File: src/rtl/video_timing_gen.sv
// Raster timing generator: sync, data-enable, coordinates and line/frame strobes for the DVI encoders.
// Optional colour-bar source enabled by defining VTG_TEST_PATTERN_EN; without it r/g/b are tied to 0.
module video_timing_gen #(
    parameter int H_ACTIVE  = 640,
    parameter int H_FP      = 16,
    parameter int H_SYNC    = 96,
    parameter int H_BP      = 48,
    parameter int V_ACTIVE  = 480,
    parameter int V_FP      = 10,
    parameter int V_SYNC    = 2,
    parameter int V_BP      = 33,
    parameter bit HSYNC_POL = 1'b0,
    parameter bit VSYNC_POL = 1'b0,
    parameter int CW        = 12
) (
    input  logic          clk,
    input  logic          rst,
    input  logic          en,
    output logic          hsync,
    output logic          vsync,
    output logic          de,
    output logic [CW-1:0] x,
    output logic [CW-1:0] y,
    output logic          line_start,
    output logic          frame_start,
    output logic [7:0]    r,
    output logic [7:0]    g,
    output logic [7:0]    b
);

    localparam int H_TOTAL = H_ACTIVE + H_FP + H_SYNC + H_BP;
    localparam int V_TOTAL = V_ACTIVE + V_FP + V_SYNC + V_BP;

    localparam logic [CW-1:0] H_LAST     = CW'(H_TOTAL - 1);
    localparam logic [CW-1:0] H_ACT_END  = CW'(H_ACTIVE);
    localparam logic [CW-1:0] H_SYNC_BEG = CW'(H_ACTIVE + H_FP);
    localparam logic [CW-1:0] H_SYNC_END = CW'(H_ACTIVE + H_FP + H_SYNC);
    localparam logic [CW-1:0] V_LAST     = CW'(V_TOTAL - 1);
    localparam logic [CW-1:0] V_ACT_END  = CW'(V_ACTIVE);
    localparam logic [CW-1:0] V_SYNC_BEG = CW'(V_ACTIVE + V_FP);
    localparam logic [CW-1:0] V_SYNC_END = CW'(V_ACTIVE + V_FP + V_SYNC);

    logic [CW-1:0] h_cnt;
    logic [CW-1:0] v_cnt;
    logic          h_wrap;
    logic          v_wrap;
    logic          active;
    logic          h_sync_on;
    logic          v_sync_on;

    assign h_wrap    = (h_cnt == H_LAST);
    assign v_wrap    = (v_cnt == V_LAST);
    assign active    = (h_cnt < H_ACT_END) && (v_cnt < V_ACT_END);
    assign h_sync_on = (h_cnt >= H_SYNC_BEG) && (h_cnt < H_SYNC_END);
    assign v_sync_on = (v_cnt >= V_SYNC_BEG) && (v_cnt < V_SYNC_END);

    // Raster position; v_cnt only moves on the last column so vsync spans whole lines.
    always_ff @(posedge clk or negedge rst) begin
        if (!rst) begin
            h_cnt <= '0;
            v_cnt <= '0;
        end else if (en) begin
            if (h_wrap) begin
                h_cnt <= '0;
                v_cnt <= v_wrap ? '0 : v_cnt + 1'b1;
            end else begin
                h_cnt <= h_cnt + 1'b1;
            end
        end
    end

    // Outputs register the decode of the pre-edge counters, lagging them by one cycle.
    always_ff @(posedge clk or negedge rst) begin
        if (!rst) begin
            hsync       <= ~HSYNC_POL;
            vsync       <= ~VSYNC_POL;
            de          <= 1'b0;
            x           <= '0;
            y           <= '0;
            line_start  <= 1'b0;
            frame_start <= 1'b0;
        end else if (en) begin
            hsync       <= h_sync_on ? HSYNC_POL : ~HSYNC_POL;
            vsync       <= v_sync_on ? VSYNC_POL : ~VSYNC_POL;
            de          <= active;
            x           <= h_cnt;
            y           <= v_cnt;
            line_start  <= (h_cnt == '0);
            frame_start <= (h_cnt == '0) && (v_cnt == '0);
        end else begin
            line_start  <= 1'b0;
            frame_start <= 1'b0;
        end
    end

`ifdef VTG_TEST_PATTERN_EN
    localparam int            BAR_W    = (H_ACTIVE >= 8) ? (H_ACTIVE / 8) : 1;
    localparam logic [CW-1:0] BAR_LAST = CW'(BAR_W - 1);

    logic [CW-1:0] bar_cnt;
    logic [2:0]    bar_idx;
    logic [2:0]    bar_rgb;

    // Down-counter per bar; bar_idx saturates at 7 so remainder columns stay black.
    always_ff @(posedge clk or negedge rst) begin
        if (!rst) begin
            bar_cnt <= BAR_LAST;
            bar_idx <= 3'd0;
        end else if (en) begin
            if (h_wrap) begin
                bar_cnt <= BAR_LAST;
                bar_idx <= 3'd0;
            end else if (bar_cnt == '0) begin
                bar_cnt <= BAR_LAST;
                if (bar_idx != 3'd7) begin
                    bar_idx <= bar_idx + 3'd1;
                end
            end else begin
                bar_cnt <= bar_cnt - 1'b1;
            end
        end
    end

    always_comb begin
        bar_rgb = 3'b000;
        case (bar_idx)
            3'd0:    bar_rgb = 3'b111;
            3'd1:    bar_rgb = 3'b110;
            3'd2:    bar_rgb = 3'b011;
            3'd3:    bar_rgb = 3'b010;
            3'd4:    bar_rgb = 3'b101;
            3'd5:    bar_rgb = 3'b100;
            3'd6:    bar_rgb = 3'b001;
            default: bar_rgb = 3'b000;
        endcase
    end

    always_ff @(posedge clk or negedge rst) begin
        if (!rst) begin
            r <= 8'h00;
            g <= 8'h00;
            b <= 8'h00;
        end else if (en) begin
            r <= (active && bar_rgb[2]) ? 8'hFF : 8'h00;
            g <= (active && bar_rgb[1]) ? 8'hFF : 8'h00;
            b <= (active && bar_rgb[0]) ? 8'hFF : 8'h00;
        end
    end
`else
    assign r = 8'h00;
    assign g = 8'h00;
    assign b = 8'h00;
`endif

endmodule

File: config.mk
export PLATFORM = sky130hd
export DESIGN_NAME = video_timing_gen
export DESIGN_NICKNAME = d
export VERILOG_FILES = /design/src/rtl/video_timing_gen.sv
export SDC_FILE = /design/constraint.sdc
export NUM_CORES = 1
export LEC_CHECK = 0
export BUFFER_PORTS_ARGS = -buffer_cell sky130_fd_sc_hd__buf_2
export CAP_MARGIN = 40
export CORE_MARGIN = 2
export CORE_UTILIZATION = 54
export CTS_CLUSTER_SIZE = 25
export DETAILED_ROUTE_END_ITERATION = 8
export GPL_TIMING_DRIVEN = 1
export PLACE_DENSITY_LB_ADDON = 0.05
export SYNTH_ARGS = -nofsm -noshare
export SYNTH_HDL_FRONTEND = slang
export SYNTH_SLANG_ARGS = --single-unit
File: constraint.sdc
create_clock -name clk -period 2.7 [get_ports clk]
set_input_delay 0.54 -clock clk [delete_from_list [all_inputs] [get_ports clk]]
set_output_delay 0.54 -clock clk [all_outputs]
set_load 0.1 [all_outputs]
* Word level (Yosys, flattened, before mapping) *
Cells that the tools add are included.

storage, ports and cells
  logic and storage cells = 32
  input bits = 3
  bits in registers = 53
  output and inout bits = 53

operators by class
  $add $sub $neg = 2
  equal/unequal tests = 2
  mux-type cells = 6
  $lt $le $gt $ge = 6
  reductions and logical operators = 7

operators by type and width
  cell                   number
  $add 12x1->12 const B  2
  $eq 12x10->1 const B   2
  $logic_not 12->1       2
  $lt 12x10->1 const B   2
  $lt 12x9->1 const B    2
  $mux 12                2
  $ge 12x10->1 const B   1
  $ge 12x9->1 const B    1
  $logic_and 1x1->1      4
  $mux 1                 4
  $reduce_and 2->1       1

* Depth between registers and ports, before layout *
Gate-level depths: netlist (run 1).

  depth in word-level cells = 3
  mapped depth = 6
  depth with buffers taken out = 6

* Worst setup path before layout (run 1) *
Ideal clock, no wire load.

  path kind = reg-to-reg
  start point = register h_cnt[10]
  end point = register v_cnt[0]
  slack = 613 ps
  period minus slack after synthesis = 2087 ps
  stages on the path, launching flop included = 5
  arrival time = 2005 ps
  required time = 2617 ps
  cell sequence = dfrtp_1 -> or4_4 -> or4_4 -> or4b_1 -> o21ai_0

between the ends
  cells in the longest elaborated chain, start to end = 2

RTL lines
  element                     line  RTL
  start: declaration          43    logic [CW-1:0] h_cnt;
  start signal: assignment    67    h_cnt <= h_cnt + 1'b1;
  $eq 12x10->1                51    assign h_wrap = (h_cnt == H_LAST);
  $reduce_and 2->1 (no line)  --
  end signal: assignment      65    v_cnt <= v_wrap ? '0 : v_cnt + 1'b1;
  end: declaration            44    logic [CW-1:0] v_cnt;

No other way between the ends.
A chain may end at the register's enable or synchronous reset.

* Worst setup path in the final report (run 1) *
Same ends and word-level chain as after synthesis.

==> reports/results.tsv, run 1 <==
stage	metric	value	unit
run_status	status	completed	
clock_network	cts_inserted_buffers	5	
clock_network	cts_root_buffer	clkbuf_8	
route	wl	4420	um
sta	rsz0062_at_grt	no	
yosys	synth_top_area_share	49.3	%
power_and_ir_drop	vdd_ir_drop_max	0.401	mV
worst_setup_path	crit_top_cell	or4_4	
sta	drv_slew	0	
yosys	synth_edf_count	0	
clock_network	cts_tree	yes	
worst_setup_path	cp_slowest_cell	or4_4	
worst_setup_path	reg2reg_from	h_cnt[10]	
sta	fin_setup_tns	0	ns
worst_setup_path	path_cells	or4_4 > or4_4 > or4b_1 > o21ai_0	
worst_setup_path	critPathTopFamily	simple AND/OR/NAND/NOR gates	
floorplanning	die-area	5370	um^2
sta	hold_viol_final	0	
yosys	synth-compound-area-share	4.25	%
route	ant_nets	0	
cells_and_area	drive_gt1_share	28.8	%
placed_design	port_buffers	31	
worst_setup_path	rr_worst_depth	4	
worst_setup_path	cp_num_buf_inv	0	
global_route	grt_pass1_wl	7600	um
yosys	yosysWarnings	0	
power_and_ir_drop	power.density	751	nW/um^2
floorplanning	dieHeight	73.3	um
clock_network	cts_resized	0	
yosys	muxShareOfSynthArea	11.3	%
worst_setup_path	cp.required	2.93	ns
worst_setup_path	cp_slowest_stage_delay	0.57	ns
sta	worst_pin_slew	0.612	ns
sta	finalSetupViolations	0	
route	drc_errors	0	
cells_and_area	area_growth	8.06	%
route	dr.pass1.iters	4	
placed_design	dpl_worst_slack	0.523	ns
yosys	async_reset_ff_share	100	%
worst_setup_path	crit_path_max_fanout	5	
yosys	ys.flop_type	dfrtp_1	
worst_setup_path	cp-start-kind	flop	
yosys	ys_ff_latch	53	
global_route	grt_max_degree	28	
worst_setup_path	endpoint_kind	flop	
clock_network	hold_buffers	0	
worst_setup_path	r2r_slack	0.52	ns
placed_design	routabilityCongestion	0.799	
sta	timing.final.crit_share	80.8	%
power_and_ir_drop	fin_total_pwr	0.00210	W
placed_design	place_hpwl	3140	um
cells_and_area	fin_nets	266	
global_route	grt_usage	18.3	%
yosys	synth_seq_area_share	51.3	%
yosys	synth_top_family_by_area	simple AND/OR/NAND/NOR gates	
global_route	grt_pass1_vias	1526	
floorplanning	std_cell_rows	25	
cells_and_area	most-common-layout-cells	dfrtp_1, buf_2, mux2_2	
floorplanning	die_w	73.3	um
sta	max_freq	0.458	GHz
worst_hold_path	hold_class	in -> async	
worst_setup_path	r2r-end	v_cnt[0]	
route	wl_per_cell	14.1	um
global_route	grt_overflow	0	
yosys	synth_area_leader_cell	dfrtp_1	
worst_setup_path	critical_path_arrival	2.41	ns
clock_network	cts.reportedPaths.clkPinSlew	0.09	ns
yosys	synth_xor_area_share	4.06	%
floorplanning	start_util	55.6	%
clock_network	ctsLongestPathBuffers	2	
clock_network	clk_latency	0.31	ns
global_route	grt_antenna_before_repair	0	
yosys	synthTopCellsByArea	dfrtp_1, mux2_2, buf_4	
sta	whs	0.236	ns
yosys	yosys.area_share.simple	16.4	%
clock_network	postCtsSetupRepairBufs	0	
floorplanning	io_pins	56	
sta	post-route-min-period	2.18	ns
yosys	syn_area	2590	um^2
yosys	synth_cell_types	39	
sta	fin_skew	0.00741	ns
yosys	syn_inst	230	
sta	setup_slack	0.518	ns
worst_setup_path	crit_type	reg -> reg	
sta	slew_headroom	59.2	%
yosys	syn_avg_cell_area	11.3	um^2
route	initialDrtViolationCount	97	
cells_and_area	layout_commonest_cell	dfrtp_1	
flow_run	maxCapViolations	0	
worst_setup_path	worst-path-stages	4	
route	vias	1697	
clock_network	cts_max_level	2	
floorplanning	core_area	4660	um^2
yosys	synthAdderAreaFrac	1.93	%
cells_and_area	num_antenna_cells	0	
clock_network	cts.sinks	53	
route	avgViaCountPerCell	5.40	
power_and_ir_drop	power.leakage	1.41	nW
[worst register-to-register path, cell delays in order, from the launching register on]
cell and delay (ns):
dfrtp_1 0.43, or4_4 0.57, or4_4 0.56, or4b_1 0.46
o21ai_0 0.08
[per-layer routing]
layer / vias to the layer above / track usage [%] / share of wire (%)
li1: 816 / - / -
met1: 815 / 28.8 / 50
met5: - / 0 / 0
met3: 8 / 4.12 / 5.3
met2: 58 / 24.8 / 43
met4: 0 / 6.17 / 1.5
[stage by stage]
stage / util, % / instances / cell area, um^2
global placement: 57.9 / 306 / 2700
floorplan: - / 253 / 2680
finish: 60.1 / 314 / 2800
detailed placement: 57.9 / 306 / 2700
global route: 60.1 / 314 / 2800
CTS: 60.1 / 314 / 2800
[state kept, by name (all words and copies together), names as in the netlist, 12 cells and up]
signal / count
v_cnt: 12
x: 12
h_cnt: 12
y: 12
[logic make-up after synthesis]
family                   after synthesis
XOR/XNOR                              12
flip-flops                            53
AO/OA/AOI/OAI                         18
other                                  1
adder cells (fa/ha/maj)                4
buffers and inverters                 43
AND/OR/NAND/NOR                       73
multiplexers                          26
[cells in the mapped netlist, types with 6 or more instances]
cell     instances
dfrtp_1         51
nand4_1          7
buf_4           28
nand3_1         15
o21ai_0          6
nor2_1           7
mux2_2          25
nand2_1         12
xnor2_1          9
a31oi_1          6
inv_1            7
[power by group]
group | switching (W) | leakage, nW | internal (W)
Sequential | 0.0000909 | 0.680 | 0.000868
Combinational | 0.000548 | 0.673 | 0.000114
Clock | 0.000250 | 0.0542 | 0.000232
[layout make-up]
type / count / area (um^2)
Clock buffer: 7 / 96.3
Clock inverter: 1 / 5.00
Fill cell: 394 / 1860
Inverter: 7 / 26.3
Multi-Input combinational cell: 157 / 1080
Sequential cell: 53 / 1330
Tap cell: 54 / 67.6
Timing Repair Buffer: 35 / 198
[worst max-delay path by stage]
stage	end	from	slack, ns
after CTS	v_cnt[0]	h_cnt[10]	0.52
after global routing	v_cnt[0]	h_cnt[10]	0.45
after floorplan	v_cnt[0]	h_cnt[10]	0.61
after global placement	v_cnt[0]	h_cnt[10]	0.57
after detailed placement	v_cnt[0]	h_cnt[10]	0.52
final	v_cnt[0]	h_cnt[10]	0.52
Power figures use the tool's default switching activity.
==> run 2: changes to the inputs <==
clock period = 2.2 ns   (was 2.7 ns; I/O delays follow)
==> run 2 against run 1 <==
Setup slack got worse by 0.43 ns. First-iteration DRC count increased by 51%. Die area unchanged. Via count increased by 3.9%. Total power increased by 23%. Maximum frequency increased by 3.2%. Critical endpoint unchanged. Critical path type unchanged. Clock-buffer cell count unchanged.
==> reports/results.tsv, run 2 (synthesis gave the netlist of run 1 again) <==
stage	metric	value	unit
floorplanning	std_cell_rows	25	
clock_network	postCtsSetupRepairBufs	0	
floorplanning	die-area	5370	um^2
clock_network	cts_max_level	2	
flow_run	maxCapViolations	0	
power_and_ir_drop	vdd_ir_drop_max	0.417	mV
global_route	grt_pass1_vias	1548	
worst_setup_path	crit_path_max_fanout	3	
sta	post-route-min-period	2.11	ns
global_route	grt_overflow	0	
clock_network	cts_tree	yes	
worst_setup_path	path_cells	or4_4 > or4_4 > or4b_1 > o21ai_0	
worst_setup_path	crit_type	reg -> reg	
worst_setup_path	cp.required	2.43	ns
cells_and_area	area_growth	9.80	%
placed_design	postPlaceCellArea	2740	um^2
floorplanning	core_area	4660	um^2
cells_and_area	instances_no_fill	320	
worst_hold_path	hold_class	in -> async	
cells_and_area	num_antenna_cells	0	
route	avgViaCountPerCell	5.51	
worst_setup_path	endpoint_kind	flop	
worst_setup_path	crit_top_cell	or4_4	
worst_setup_path	cp_num_buf_inv	0	
sta	fin_setup_tns	0	ns
placed_design	dpl_worst_slack	0.0878	ns
power_and_ir_drop	power_frac_comb	32.3	%
clock_network	hold_buffers	0	
route	ant_nets	0	
clock_network	ctsLongestPathBuffers	2	
worst_setup_path	cp-start-kind	flop	
sta	timing.final.crit_share	96.1	%
clock_network	cts_inserted_buffers	5	
worst_setup_path	critPathTopFamily	simple AND/OR/NAND/NOR gates	
route	drc_errors	0	
sta	drv_slew	0	
route	initialDrtViolationCount	146	
power_and_ir_drop	internal_power	0.00150	W
run_status	status	completed	
worst_setup_path	critical_path_arrival	2.34	ns
route	wl	4700	um
cells_and_area	final_area	2850	um^2
worst_setup_path	cp_slowest_stage_delay	0.56	ns
cells_and_area	layout_commonest_cell	dfrtp_1	
floorplanning	io_pins	56	
power_and_ir_drop	power.density	911	nW/um^2
cells_and_area	fin_nets	272	
cells_and_area	drive_gt1_share	30.5	%
placed_design	place_hpwl	3300	um
clock_network	clk_latency	0.30	ns
floorplanning	start_util	55.6	%
floorplanning	die_w	73.3	um
floorplanning	dieHeight	73.3	um
sta	setup_slack	0.0861	ns
global_route	grt_usage	18.8	%
global_route	grt_max_degree	54	
placed_design	routabilityCongestion	0.810	
route	dr.pass1.iters	4	
clock_network	cts_root_buffer	clkbuf_8	
clock_network	cts.sinks	53	
sta	max_freq	0.473	GHz
sta	fin_skew	0.00411	ns
power_and_ir_drop	power.leakage	1.44	nW
sta	finalSetupViolations	0	
cells_and_area	postLayoutCoreUtil	61.0	%
power_and_ir_drop	switching_share	42.2	%
route	vias	1764	
clock_network	cts_resized	0	
power_and_ir_drop	clkPwrFrac	22.6	%
placed_design	port_buffers	31	
placed_design	place_inst	312	
route	wl_per_cell	14.7	um
sta	hold_viol_final	0	
clock_network	cts.reportedPaths.clkPinSlew	0.09	ns
sta	rsz0062_at_grt	no	
power_and_ir_drop	power_frac_seq	45.1	%
cells_and_area	most-common-layout-cells	dfrtp_1, buf_2, mux2_2	
power_and_ir_drop	p_switching	0.00110	W
global_route	grt_antenna_before_repair	0	
worst_setup_path	cp_slowest_cell	or4_4	
global_route	grt_pass1_wl	7610	um
-- run 2: routing by layer --
| layer | track usage, % | routed length [um] | share of wire [%] |
|---|---|---|---|
| met3 | 3.70 | 166 | 3.5 |
| met5 | 0 | 0 | 0 |
| met1 | 28.3 | 2340 | 50 |
| met2 | 26.2 | 2120 | 45 |
| met4 | 8.02 | 80 | 1.7 |
-- run 2: worst register-to-register path: cells and delay by family (launching register included) --
kind               cells  cell delay [ns]
DFF                    1             0.39
and+or+nand+nor        3             1.57
AOI/OAI and AO/OA      1             0.08
-- run 2: power groups by stage --
stage	clock [W]	sequential [W]	combinational (W)
after floorplan	0	0.00150	0.000457
after global routing	0.000642	0.00119	0.000876
final	0.000586	0.00117	0.000837
after detailed placement	0	0.00119	0.000840
after global placement	0	0.00118	0.000831
after CTS	0.000606	0.00117	0.000840
-- run 2: worst paths after layout --
path                            slack, ns        to       from  cells after the start
worst max-delay path                 0.09  v_cnt[0]  h_cnt[10]                      4
worst min-delay path                 0.12      y[6]        rst                      2
worst max register to register       0.09  v_cnt[0]  h_cnt[10]                      4
worst min register to register       0.49     vsync      vsync                      2
max in group asynchronous            1.80     hsync        rst                      2
min in group clk                     0.49     vsync      vsync                      2
-- run 2: final cells by class --
cell class	instances	area, um^2
fill	414	1820
clock inverter	1	5.00
timing repair buffer	41	243
inverter	7	26.3
sequential	53	1330
clock buffer	7	96.3
multi-input combinational	157	1080
tap	54	67.6
-- run 2: per-stage QoR --
stage               power (W)  hold slack, ns
floorplan             0.00195           0.144
global placement      0.00201           0.458
detailed placement    0.00203           0.458
CTS                   0.00262           0.123
global route          0.00271           0.125
finish                0.00259           0.119
==> run 3: changes to the inputs <==
CORE_MARGIN = not set   (was 2)
CORE_UTILIZATION = 55   (was 54)
CTS_BUF_LIST = sky130_fd_sc_hd__clkbuf_4 sky130_fd_sc_hd__clkbuf_8   (was not set)
==> run 3 against run 2 <==
The run now ends with design-rule violations left. Die area shrank 7.1%. Cell count fell by 0.94%. Sequential cell count unchanged. First-iteration DRC count down 24%. Sequential share of layout area rose by 0.44 points. Design area fell by 0.92%. Clock-buffer cell count grew 1. Register-to-register slack hardly changed. Global-route usage is 0.87 points higher. Utilization increased by 2.4 points. Clock skew increased by 0.0014 ns.
==> reports/results.tsv, run 3 (synthesis gave the netlist of run 1 again) <==
stage	metric	value	unit
run_status	status	finished with violations	
run_status	violations	design-rule violations	
clock_network	cts.sinks	53	
sta	post-route-min-period	2.11	ns
sta	rsz0062_at_grt	no	
global_route	grt_overflow	0	
flow_run	maxCapViolations	0	
clock_network	cts_tree	yes	
sta	setup_slack	0.0906	ns
sta	worst_pin_slew	0.641	ns
route	ant_nets	0	
placed_design	port_buffers	31	
route	initialDrtViolationCount	111	
placed_design	place_inst	309	
global_route	grt_antenna_before_repair	0	
cells_and_area	area_growth	8.79	%
worst_setup_path	reg2reg_from	h_cnt[10]	
sta	fin_skew	0.00553	ns
clock_network	cts.reportedPaths.clkPinSlew	0.08	ns
route	routed-wl-met3	276	um
route	wl_per_cell	13.9	um
worst_setup_path	r2r_slack	0.09	ns
sta	max_freq	0.474	GHz
global_route	grt_pass1_vias	1579	
sta	drv_slew	0	
worst_setup_path	r2r-end	v_cnt[0]	
worst_hold_path	hold_class	in -> async	
floorplanning	io_pins	56	
power_and_ir_drop	power.density	907	nW/um^2
sta	whs	0.244	ns
floorplanning	std_cell_rows	24	
cells_and_area	most-common-layout-cells	dfrtp_1, buf_2, mux2_2	
clock_network	cts_root_buffer	clkbuf_8	
worst_setup_path	crit_path_max_fanout	3	
route	dr.pass1.iters	6	
worst_setup_path	critical_path_arrival	2.33	ns
worst_setup_path	critPathTopFamily	simple AND/OR/NAND/NOR gates	
sta	timing.final.crit_share	95.9	%
cells_and_area	instances_no_fill	317	
worst_setup_path	crit_type	reg -> reg	
route	avgViaCountPerCell	5.36	
cells_and_area	fin_nets	271	
floorplanning	dieHeight	70.6	um
route	wl_met2	1950	um
floorplanning	core_area	4440	um^2
sta	hold_viol_final	0	
clock_network	cts_inserted_buffers	5	
worst_setup_path	cp-start-kind	flop	
cells_and_area	layout_commonest_cell	dfrtp_1	
cells_and_area	nFillCells	365	
clock_network	ctsLongestPathBuffers	2	
clock_network	clk_latency	0.30	ns
placed_design	routabilityCongestion	0.822	
placed_design	dpl_worst_slack	0.101	ns
sta	finalSetupViolations	0	
route	drc_errors	14	
floorplanning	die-area	4990	um^2
clock_network	hold_buffers	0	
worst_setup_path	cp_slowest_stage_delay	0.56	ns
worst_setup_path	endpoint_kind	flop	
cells_and_area	num_antenna_cells	0	
route	top_layer_used	met4	
floorplanning	die_w	70.6	um
power_and_ir_drop	vdd_ir_drop_max	0.360	mV
worst_setup_path	crit_top_cell	or4_4	
worst_setup_path	rr_worst_depth	4	
worst_setup_path	cp.required	2.42	ns
clock_network	postCtsSetupRepairBufs	0	
route	wl_met1	2110	um
floorplanning	start_util	58.3	%
global_route	grt_usage	19.6	%
global_route	grt_pass1_wl	7660	um
route	wl	4400	um
cells_and_area	drive_gt1_share	30.2	%
worst_setup_path	cp_num_buf_inv	0	
sta	slew_headroom	57.3	%
placed_design	place_hpwl	3110	um
sta	fin_setup_tns	0	ns
worst_setup_path	path_cells	or4_4 > or4_4 > or4b_1 > o21ai_0	
clock_network	cts_resized	0	
global_route	grt_max_degree	54	
worst_setup_path	cp_slowest_cell	or4_4	
clock_network	cts_max_level	2	
power_and_ir_drop	power.leakage	1.43	nW
route	vias	1698	
==> run 3: layer usage <==
metal  GRT usage, %  up-vias
met5              0        -
met4           8.00        0
met3           3.13        5
met2           30.1       56
met1           28.2      805
li1               -      832
==> run 3: where the power goes <==
| part | leakage (nW) | internal (W) | switching (W) |
|---|---|---|---|
| logic | 0.695 | 0.000140 | 0.000674 |
| clock network | 0.0523 | 0.000282 | 0.000290 |
| registers | 0.680 | 0.00107 | 0.000107 |
| total | 1.43 | 0.00149 | 0.00107 |
==> run 3: how the worst max path moves through the flow <==
stage	endpoint	slack, ns	from	depth (start not counted)
3_3_place_gp	v_cnt[0]	0.13	h_cnt[10]	4
2_1_floorplan	v_cnt[0]	0.11	h_cnt[10]	4
4_1_cts	v_cnt[0]	0.09	h_cnt[10]	4
5_1_grt	v_cnt[0]	0.03	h_cnt[10]	4
6_report	v_cnt[0]	0.09	h_cnt[10]	4
3_5_place_dp	v_cnt[0]	0.10	h_cnt[10]	4
==> run 3: stage by stage <==
stage	cell area [um^2]	total power, W	utilization [%]
floorplan	2680	0.00195	-
global placement	2720	0.00200	61.2
detailed placement	2720	0.00201	61.2
CTS	2820	0.00258	63.4
global route	2820	0.00266	63.4
finish	2820	0.00256	63.4
==> run 3: layout make-up <==
cell class                      instances  area [um^2]  area share (%)
Tap cell                               52         65.1            2.31
Clock buffer                            8         97.6            3.46
Timing Repair Buffer                   40          223            7.90
Sequential cell                        53         1330            47.1
Inverter                                7         26.3           0.932
Multi-Input combinational cell        157         1080            38.3
